===== src/rtl/core_types_pkg.sv =====
// ============================================================================
// Module      : core_types_pkg
// Description : Shared core widths and typedefs for PR tags and PRF banks.
// Revision    : 1.0 - initial release
// ============================================================================
`default_nettype none

package core_types_pkg;

    localparam int LOG_PR_COUNT          = 7;
    localparam int PRF_BANK_COUNT        = 4;
    localparam int LOG_PRF_BANK_COUNT    = 2;
    localparam int ROB_PR_FREE_WAYS      = 4;
    localparam int ROB_PR_FREE_Q_ENTRIES = 2;

    typedef logic [LOG_PR_COUNT-1:0]       pr_t;
    typedef logic [LOG_PRF_BANK_COUNT-1:0] prf_bank_t;

endpackage

`default_nettype wire


===== src/rtl/rob_pr_free_bank_q.sv =====
// ============================================================================
// Module      : rob_pr_free_bank_q
// Description : Single-bank PR FIFO with wrapping head/tail pointers and count.
// Revision    : 1.0 - initial release
// ============================================================================
`default_nettype none

module rob_pr_free_bank_q #(
    parameter int DEPTH = 2,
    parameter int W     = 7
) (
    input  logic         clk,
    input  logic         rst,
    input  logic         i_enq,
    input  logic [W-1:0] i_enq_data,
    input  logic         i_deq,
    output logic         o_valid,
    output logic [W-1:0] o_data,
    output logic         o_full
);

    localparam int PTR_W = (DEPTH > 1) ? $clog2(DEPTH) : 1;
    localparam int CNT_W = $clog2(DEPTH + 1);
    localparam logic [PTR_W-1:0] c_last_ptr = PTR_W'(DEPTH - 1);
    localparam logic [CNT_W-1:0] c_depth    = CNT_W'(DEPTH);

    logic [W-1:0]     r_mem [DEPTH];
    logic [PTR_W-1:0] r_head;
    logic [PTR_W-1:0] r_tail;
    logic [CNT_W-1:0] r_count;
    logic             w_enq;
    logic             w_deq;

    function automatic logic [PTR_W-1:0] f_next_ptr(input logic [PTR_W-1:0] p);
        return (p == c_last_ptr) ? '0 : p + PTR_W'(1);
    endfunction

    // Full is judged on the registered count, so a same-cycle dequeue never frees a slot.
    assign o_full  = (r_count == c_depth);
    assign o_valid = (r_count != '0);
    assign o_data  = o_valid ? r_mem[r_head] : '0;
    assign w_enq   = i_enq & ~o_full;
    assign w_deq   = i_deq & o_valid;

    always_ff @(posedge clk) begin
        if (w_enq) begin
            r_mem[r_tail] <= i_enq_data;
        end
    end

    always_ff @(posedge clk) begin
        if (rst) begin
            r_head  <= '0;
            r_tail  <= '0;
            r_count <= '0;
        end else begin
            if (w_enq) begin
                r_tail <= f_next_ptr(r_tail);
            end
            if (w_deq) begin
                r_head <= f_next_ptr(r_head);
            end
            r_count <= r_count + CNT_W'(w_enq) - CNT_W'(w_deq);
        end
    end

endmodule

`default_nettype wire


===== src/rtl/rob_pr_free_q.sv =====
// ============================================================================
// Module      : rob_pr_free_q
// Description : Steers PRs freed at ROB commit into per-bank FIFOs feeding the
//               banked free list. Optional same-cycle bypass when
//               ROB_PR_FREE_Q_BYPASS_EN is defined.
// Revision    : 1.0 - initial release
// ============================================================================
`default_nettype none

module rob_pr_free_q
    import core_types_pkg::*;
#(
    parameter int WAYS      = ROB_PR_FREE_WAYS,
    parameter int BANKS     = PRF_BANK_COUNT,
    parameter int Q_ENTRIES = ROB_PR_FREE_Q_ENTRIES,
    parameter int PR_W      = LOG_PR_COUNT
) (
    input  logic                  CLK,
    input  logic                  RST,
    input  logic [WAYS-1:0]       commit_free_valid_by_way,
    input  logic [WAYS*PR_W-1:0]  commit_free_PR_by_way,
    output logic                  commit_free_ready,
    output logic [BANKS-1:0]      free_q_valid_by_bank,
    output logic [BANKS*PR_W-1:0] free_q_PR_by_bank,
    input  logic [BANKS-1:0]      free_list_ready_by_bank
);

    localparam int BANK_W = (BANKS > 1) ? $clog2(BANKS) : 1;

    logic [PR_W-1:0]              r_pr [WAYS];
    logic [WAYS-1:0]              r_pend;
    logic [WAYS-1:0]              w_moved;
    logic [WAYS-1:0]              w_pend_next;
    logic [BANKS-1:0][WAYS-1:0]   w_lane_take;
    logic                         w_accept;

    genvar b;
    generate
        for (b = 0; b < BANKS; b++) begin : g_bank
            logic [WAYS-1:0] w_hit;
            logic [WAYS-1:0] w_onehot;
            logic [PR_W-1:0] w_sel_pr;
            logic [PR_W-1:0] w_fifo_pr;
            logic            w_sel_valid;
            logic            w_take;
            logic            w_enq;
            logic            w_fifo_valid;
            logic            w_fifo_full;

            always_comb begin
                w_hit = '0;
                for (int w = 0; w < WAYS; w++) begin
                    w_hit[w] = r_pend[w] && (r_pr[w][BANK_W-1:0] == BANK_W'(b));
                end
            end

            // Isolate the lowest set bit: lowest-index lane wins this bank.
            assign w_onehot    = w_hit & (~w_hit + WAYS'(1));
            assign w_sel_valid = |w_hit;

            always_comb begin
                w_sel_pr = '0;
                for (int w = 0; w < WAYS; w++) begin
                    if (w_onehot[w]) begin
                        w_sel_pr = w_sel_pr | r_pr[w];
                    end
                end
            end

            assign w_take         = w_sel_valid & ~w_fifo_full;
            assign w_lane_take[b] = w_take ? w_onehot : '0;

`ifdef ROB_PR_FREE_Q_BYPASS_EN
            logic w_bypass;
            assign w_bypass = w_sel_valid & ~w_fifo_valid;
            assign w_enq    = w_take & ~(w_bypass & free_list_ready_by_bank[b]);
            assign free_q_valid_by_bank[b]             = w_fifo_valid | w_bypass;
            assign free_q_PR_by_bank[b*PR_W +: PR_W]   = w_bypass ? w_sel_pr : w_fifo_pr;
`else
            assign w_enq = w_take;
            assign free_q_valid_by_bank[b]             = w_fifo_valid;
            assign free_q_PR_by_bank[b*PR_W +: PR_W]   = w_fifo_pr;
`endif

            rob_pr_free_bank_q #(
                .DEPTH (Q_ENTRIES),
                .W     (PR_W)
            ) u_bank_q (
                .clk        (CLK),
                .rst        (RST),
                .i_enq      (w_enq),
                .i_enq_data (w_sel_pr),
                .i_deq      (free_list_ready_by_bank[b]),
                .o_valid    (w_fifo_valid),
                .o_data     (w_fifo_pr),
                .o_full     (w_fifo_full)
            );
        end
    endgenerate

    always_comb begin
        w_moved = '0;
        for (int i = 0; i < BANKS; i++) begin
            w_moved = w_moved | w_lane_take[i];
        end
    end

    // Ready depends only on registered state; free_list readiness never reaches it.
    assign w_pend_next       = r_pend & ~w_moved;
    assign commit_free_ready = (w_pend_next == '0);
    assign w_accept          = commit_free_ready & (|commit_free_valid_by_way);

    always_ff @(posedge CLK) begin
        if (RST) begin
            r_pend <= '0;
            for (int w = 0; w < WAYS; w++) begin
                r_pr[w] <= '0;
            end
        end else if (w_accept) begin
            r_pend <= commit_free_valid_by_way;
            for (int w = 0; w < WAYS; w++) begin
                r_pr[w] <= commit_free_PR_by_way[w*PR_W +: PR_W];
            end
        end else begin
            r_pend <= w_pend_next;
        end
    end

endmodule

`default_nettype wire

===== config.mk =====
export PLATFORM = sky130hd
export DESIGN_NAME = rob_pr_free_q
export DESIGN_NICKNAME = d
export VERILOG_FILES = /design/src/rtl/core_types_pkg.sv /design/src/rtl/rob_pr_free_bank_q.sv /design/src/rtl/rob_pr_free_q.sv
export SDC_FILE = /design/constraint.sdc
export NUM_CORES = 1
export LEC_CHECK = 0
export CAP_MARGIN = 20
export CORE_MARGIN = 2
export CORE_UTILIZATION = 55
export CTS_CLUSTER_SIZE = 40
export DETAILED_ROUTE_END_ITERATION = 12
export PLACE_DENSITY = 0.91
export SLEW_MARGIN = 20
export SYNTH_ARGS = -nofsm -noshare
export SYNTH_HDL_FRONTEND = slang
export SYNTH_SLANG_ARGS = --single-unit

===== constraint.sdc =====
create_clock -name CLK -period 4.58 [get_ports CLK]
set_clock_uncertainty 0.1 [all_clocks]
set_input_delay 0.916 -clock CLK [delete_from_list [all_inputs] [get_ports CLK]]
set_output_delay 0.916 -clock CLK [all_outputs]
set_load 0.01 [all_outputs]

==> impl_metrics.env, run 1 <==
export IMPL_clock_latency_ns=0.37
export IMPL_p_leak_nw=2.39
export IMPL_vdd_drop_max_mv=0.306
export IMPL_grt_max_degree=35
export IMPL_synth_area_per_cell_um2=11.7
export IMPL_grt_ovfl_total=0
export IMPL_hold_buffers=0
export IMPL_wirelength_mm=11.0
export IMPL_fin_crit_sh_pct=86.1
export IMPL_grt_pass1_vias=3635
export IMPL_finalNonFillerCells=664
export IMPL_n_fill_cell=688
export IMPL_whs_path_depth=2
export IMPL_ys_flop_type="edfxtp_1"
export IMPL_synth_commonest_cells="84 x edfxtp_1, 57 x nor2_1, 37 x nand2_1, 37 x nand3_1, 28 x mux2i_1"
export IMPL_drive_gt1_share_pct=10.4
export IMPL_synth_top_cell_by_area="edfxtp_1"
export IMPL_ys_seq_area_share_pct=56.0
export IMPL_n_antenna_cell=0
export IMPL_yosys_warnings=0
export IMPL_slew_limit_headroom_pct=42.4
export IMPL_drtIter0Drc=459
export IMPL_dr_pass1_iters=7
export IMPL_fmax_mhz=254
export IMPL_cp_start_kind="flop"
export IMPL_reg2reg_from="r_pr[0][1]"
export IMPL_r2r_end="r_pr[1][0]"
export IMPL_hp_class="reg -> reg"
export IMPL_r2r_setup_slack_ns=1.45
export IMPL_worstSetupPathType="reg -> out"
export IMPL_fin_nets=572
export IMPL_final_max_slew_violation_count=0
export IMPL_row_count=36
export IMPL_postRouteAntennaNets=0
export IMPL_synth_most_common_cell="edfxtp_1"
export IMPL_final_setup_worst_slack_ns=0.637
export IMPL_worst_slew_pin_slew_ns=0.860
export IMPL_final_hold_viol_count=0
export IMPL_power_density_mw_per_mm2=633
export IMPL_clock_sinks=108
export IMPL_min_to="g_bank[1].u_bank_q.r_head"
export IMPL_period_minus_slack_ns=3.94
export IMPL_maxCapViolCount=0
export IMPL_design_core_area_mm2=0.00959
export IMPL_die_x_um=103
export IMPL_synth_edf_count=84
export IMPL_fin_setup_tns_ns=0
export IMPL_synthToLayoutAreaGrowth_pct=19.1
export IMPL_finalSetupViolCount=0
export IMPL_io_buffers=70
export IMPL_worst_ep_arrival_time_ns=2.93
export IMPL_initial_core_util_pct=55.8
export IMPL_cp_required_ns=3.56
export IMPL_cts_root_buf="clkbuf_8"
export IMPL_vias=3844
export IMPL_cts_inserted_buffers=9
export IMPL_synth_top_cell_area_share_pct=47.1
export IMPL_ys_types=51
export IMPL_crit_path_end_kind="primary output"
export IMPL_post_cts_buffers=0
export IMPL_htreeDepth=3
export IMPL_placed_cells=648
export IMPL_dieArea_mm2=0.0105
export IMPL_reg2reg_depth=7
export IMPL_dp_hpwl_mm=8.20
export IMPL_netlist_instances=459
export IMPL_worstHoldStart="g_bank[1].u_bank_q.r_head"
export IMPL_grt_first_pass_wirelength_mm=17.8
export IMPL_io_pins=71
export IMPL_cts_tree="yes"
export IMPL_clk_pin_slew_ns=0.10
export IMPL_gp_congestion=1.05
export IMPL_outcome="completed"
export IMPL_ys_async_sr_fraction_pct=0
export IMPL_yosys_register_bits=108
export IMPL_crit_start="r_pr[0][1]"
export IMPL_pre_cts_ws_ns=1.10
export IMPL_rsz0062_at_grt="false"
export IMPL_grt_use_total_pct=22.4
export IMPL_yosys_top_cells_area="edfxtp_1 47%, dfxtp_1 9.0%, mux2i_1 5.2%"
export IMPL_cts_resized=0
export IMPL_antenna_found_initial=0
export IMPL_drc=0
export IMPL_path_max_fanout=14
export IMPL_syn_area_mm2=0.00536
export IMPL_vias_per_cell=5.79
export IMPL_die_height_um=103
export IMPL_post_drt_wl_per_cell_um=16.6
export IMPL_cts_buffer_depth=2
## how the worst max path moves through the flow
| stage | endpoint | slack [ns] |
|---|---|---|
| after global routing | commit_free_ready | 0.49 |
| after detailed placement | commit_free_ready | 1.10 |
| after CTS | commit_free_ready | 0.67 |
| final | commit_free_ready | 0.64 |
| after floorplan | r_pr[0][0] | 0.36 |
| after global placement | commit_free_ready | 1.18 |
## worst max-delay path, cell delays in order, from the launching register on
cell and delay, ns:
edfxtp_1 0.51, nor3b_2 0.76, o41ai_1 0.17, a2111o_1 0.47
nand3_2 0.09, nor2_1 0.07, clkdlybuf4s50_1 0.50
## cells by family after synthesis
| family | count (synthesis) | share of synthesized area (%) |
|---|---|---|
| AOI/OAI and AO/OA | 43 | 7.17 |
| xor gates and xnor gates | 16 | 2.62 |
| DFF | 108 | 56.0 |
| muxes | 29 | 5.65 |
| and+or+nand+nor | 213 | 22.8 |
| other | 1 | 0.0700 |
| buffers and inverters | 41 | 3.78 |
| adders and majority gates | 8 | 1.87 |
## sequential cells by signal, indices dropped and copies added (netlist names), named ones only
| signal | count |
|---|---|
| g_bank.u_bank_q.r_tail | 4 |
| g_bank.u_bank_q.r_count | 8 |
| r_pend | 4 |
| r_pr | 28 |
| g_bank.u_bank_q.r_head | 4 |
| g_bank.u_bank_q.r_mem | 56 |
## final cells by class
cell class,count,area (µm²),area share [%]
sequential,108,3000,47.1
multi-input combinational,317,2190,34.4
timing repair buffer,75,738,11.6
tap,133,166,2.61
clock buffer,10,128,2.00
clock inverter,6,96.3,1.51
inverter,15,56.3,0.883
## report_power, final
part | switching, W | internal [W] | total [W]
Sequential | 0.000300 | 0.00149 | 0.00179
Clock | 0.000314 | 0.000315 | 0.000628
Combinational | 0.000916 | 0.000707 | 0.00162
## metrics by stage
| step | hold slack [ns] | power (W) | instance area (µm²) | utilization [%] |
|---|---|---|---|---|
| finish | 0.420 | 0.00404 | 6380 | 66.5 |
| global route | 0.467 | 0.00426 | 6380 | 66.5 |
| CTS | 0.425 | 0.00402 | 6380 | 66.5 |
| detailed placement | 0.398 | 0.00339 | 6160 | 64.2 |
| global placement | 0.394 | 0.00331 | 6160 | 64.2 |
| floorplan | 0.381 | 0.00285 | 5380 | - |
## cell usage in the layout, fill, tap and decap left out, types with 12 or more instances in the layout
| master | Yosys | layout |
|---|---|---|
| mux2i_1 | 28 | 28 |
| nor2b_1 | 14 | 14 |
| nand3_1 | 37 | 37 |
| clkdlybuf4s50_1 | 0 | 70 |
| nor3_1 | 12 | 12 |
| dfxtp_1 | 24 | 24 |
| a222oi_1 | 15 | 15 |
| inv_1 | 14 | 14 |
| edfxtp_1 | 84 | 84 |
| nor2_1 | 57 | 57 |
| nand2_1 | 37 | 37 |
| nor3_2 | 19 | 19 |
| xnor2_1 | 12 | 12 |
## layer usage
layer	GRT usage (%)	share of wire, %	wire, µm
met4	11.0	4.0	444
met1	28.6	40	4360
met2	35.8	47	5200
met3	5.36	9.3	1020
met5	0	0	0
Power figures use the tool's default switching activity.
==> run 2, diff against run 1 <==
- CORE_UTILIZATION: 55 -> 50
- PLACE_DENSITY: 0.91 -> 0.85
==> impl_metrics.env, run 2 (synthesized netlist as in run 1, its figures left out) <==
export IMPL_n_antenna_cell=0
export IMPL_postRouteAntennaNets=0
export IMPL_final_hold_viol_count=0
export IMPL_drtIter0Drc=432
export IMPL_vias=3842
export IMPL_largest_register_ffs=56
export IMPL_rsz0062_at_grt="false"
export IMPL_synthToLayoutAreaGrowth_pct=18.8
export IMPL_dieArea_mm2=0.0116
export IMPL_critPathBufInv=1
export IMPL_drc=0
export IMPL_gp_congestion=1.01
export IMPL_drive_gt1_share_pct=10.5
export IMPL_dpl_cell_area_mm2=0.00616
export IMPL_finalNonFillerCells=667
export IMPL_power_density_mw_per_mm2=631
export IMPL_cp_required_ns=3.56
export IMPL_grt_first_pass_wirelength_mm=18.4
export IMPL_fin_crit_sh_pct=86.4
export IMPL_vias_per_cell=5.76
export IMPL_final_common_cell="edfxtp_1"
export IMPL_dr_pass1_iters=5
export IMPL_fin_nets=572
export IMPL_htreeDepth=3
export IMPL_initial_core_util_pct=51.7
export IMPL_grt_use_total_pct=21.3
export IMPL_n_fill_cell=851
export IMPL_fmax_mhz=253
export IMPL_design_core_area_mm2=0.0104
export IMPL_finalSetupViolCount=0
export IMPL_io_pins=71
export IMPL_io_buffers=70
export IMPL_cp_start_kind="flop"
export IMPL_placed_cells=651
export IMPL_cts_buffer_depth=2
export IMPL_row_count=37
export IMPL_hp_class="reg -> reg"
export IMPL_regMostFlops="g_bank.u_bank_q.r_mem"
export IMPL_cts_inserted_buffers=9
export IMPL_worst_ep_arrival_time_ns=2.94
export IMPL_final_util_pct=61.4
export IMPL_crit_family="simple AND/OR/NAND/NOR gates"
export IMPL_whs_path_depth=2
export IMPL_die_x_um=108
export IMPL_grt_util_met2_pct=35.0
export IMPL_crit_path_end_kind="primary output"
export IMPL_clk_pin_slew_ns=0.10
export IMPL_wirelength_mm=11.8
export IMPL_reg2reg_depth=7
export IMPL_path_max_fanout=14
export IMPL_layout_common_cells="84 x edfxtp_1, 70 x clkdlybuf4s50_1, 57 x nor2_1, 37 x nand2_1, 37 x nand3_1"
export IMPL_outcome="completed"
export IMPL_cts_resized=0
export IMPL_slowest_stage="nor3b_2"
export IMPL_fin_hold_ws_ns=0.438
export IMPL_hold_buffers=0
export IMPL_p_leak_nw=2.39
export IMPL_period_minus_slack_ns=3.96
export IMPL_final_cell_area_mm2=0.00636
export IMPL_die_height_um=108
export IMPL_grt_use_met3_pct=4.24
export IMPL_gr_usage_met1_pct=26.6
export IMPL_final_max_slew_violation_count=0
export IMPL_clock_latency_ns=0.38
export IMPL_dp_hpwl_mm=8.77
export IMPL_post_drt_wl_per_cell_um=17.8
export IMPL_slew_limit_headroom_pct=42.4
export IMPL_post_cts_buffers=0
export IMPL_grt_pass1_vias=3683
export IMPL_cts_tree="yes"
export IMPL_largestRegisters="g_bank.u_bank_q.r_mem (56), r_pr (28), g_bank.u_bank_q.r_count (8)"
export IMPL_slowest_delay_ns=0.76
export IMPL_path_cells="nor3b_2 > o41ai_1 > a2111o_1 > nand3_2 > nor2_1 > clkdlybuf4s50_1"
export IMPL_worstSetupPathType="reg -> out"
export IMPL_grt_busiest_layer="met2"
export IMPL_grt_ovfl_total=0
export IMPL_cts_root_buf="clkbuf_8"
export IMPL_path_depth=6
export IMPL_clock_sinks=108
export IMPL_antenna_found_initial=0
export IMPL_worst_slew_pin_slew_ns=0.861
export IMPL_maxCapViolCount=0
export IMPL_grt_max_degree=35
export IMPL_fin_setup_tns_ns=0
export IMPL_vdd_drop_max_mv=0.334
-- run 2: stage by stage --
stage	setup WS, ns	total power, W
4_1_cts	0.667	0.00401
6_report	0.625	0.00402
3_3_place_gp	1.14	0.00336
2_1_floorplan	0.359	0.00285
3_5_place_dp	1.09	0.00343
5_1_grt	0.483	0.00425
-- run 2: cell type report --
class	count	area (µm²)	area share, %
tap	136	170	2.67
inverter	15	56.3	0.885
multi-input combinational	317	2190	34.4
sequential	108	3000	47.2
clock inverter	7	80.1	1.26
timing repair buffer	75	738	11.6
clock buffer	9	124	1.95
-- run 2: per-layer routing --
| metal | routed length (µm) | vias up |
|---|---|---|
| met3 | 934 | 37 |
| met1 | 4790 | 1781 |
| met2 | 5710 | 193 |
| met5 | 0 | - |
| met4 | 404 | 0 |
| li1 | - | 1831 |
-- run 2: where the power goes --
| part | internal (W) | switching [W] | total, W |
|---|---|---|---|
| clock network | 0.000262 | 0.000335 | 0.000596 |
| logic | 0.000705 | 0.000911 | 0.00162 |
| registers | 0.00149 | 0.000321 | 0.00181 |
-- run 2: final timing paths --
check	start	to	slack, ns
setup / recovery	r_pr[0][1]	commit_free_ready	0.62
hold / removal	g_bank[2].u_bank_q.r_head	g_bank[2].u_bank_q.r_head	0.44
setup reg to reg	r_pr[0][1]	r_pr[1][0]	1.43
hold reg to reg	g_bank[2].u_bank_q.r_head	g_bank[2].u_bank_q.r_head	0.44
-- run 2: worst reg2reg max path, delay by kind of cell (launching register included) --
family                 cells  cell delay [ns]
DFF                        1             0.50
buffers and inverters      2             0.65
and+or+nand+nor            2             0.86
AOI/OAI and AO/OA          3             0.76
==> run 3, diff against run 2 <==
- CTS_CLUSTER_SIZE: 40 -> default
==> results of run 3 <==
Same layout as run 2: the final DEF is identical, and so are final timing and power.
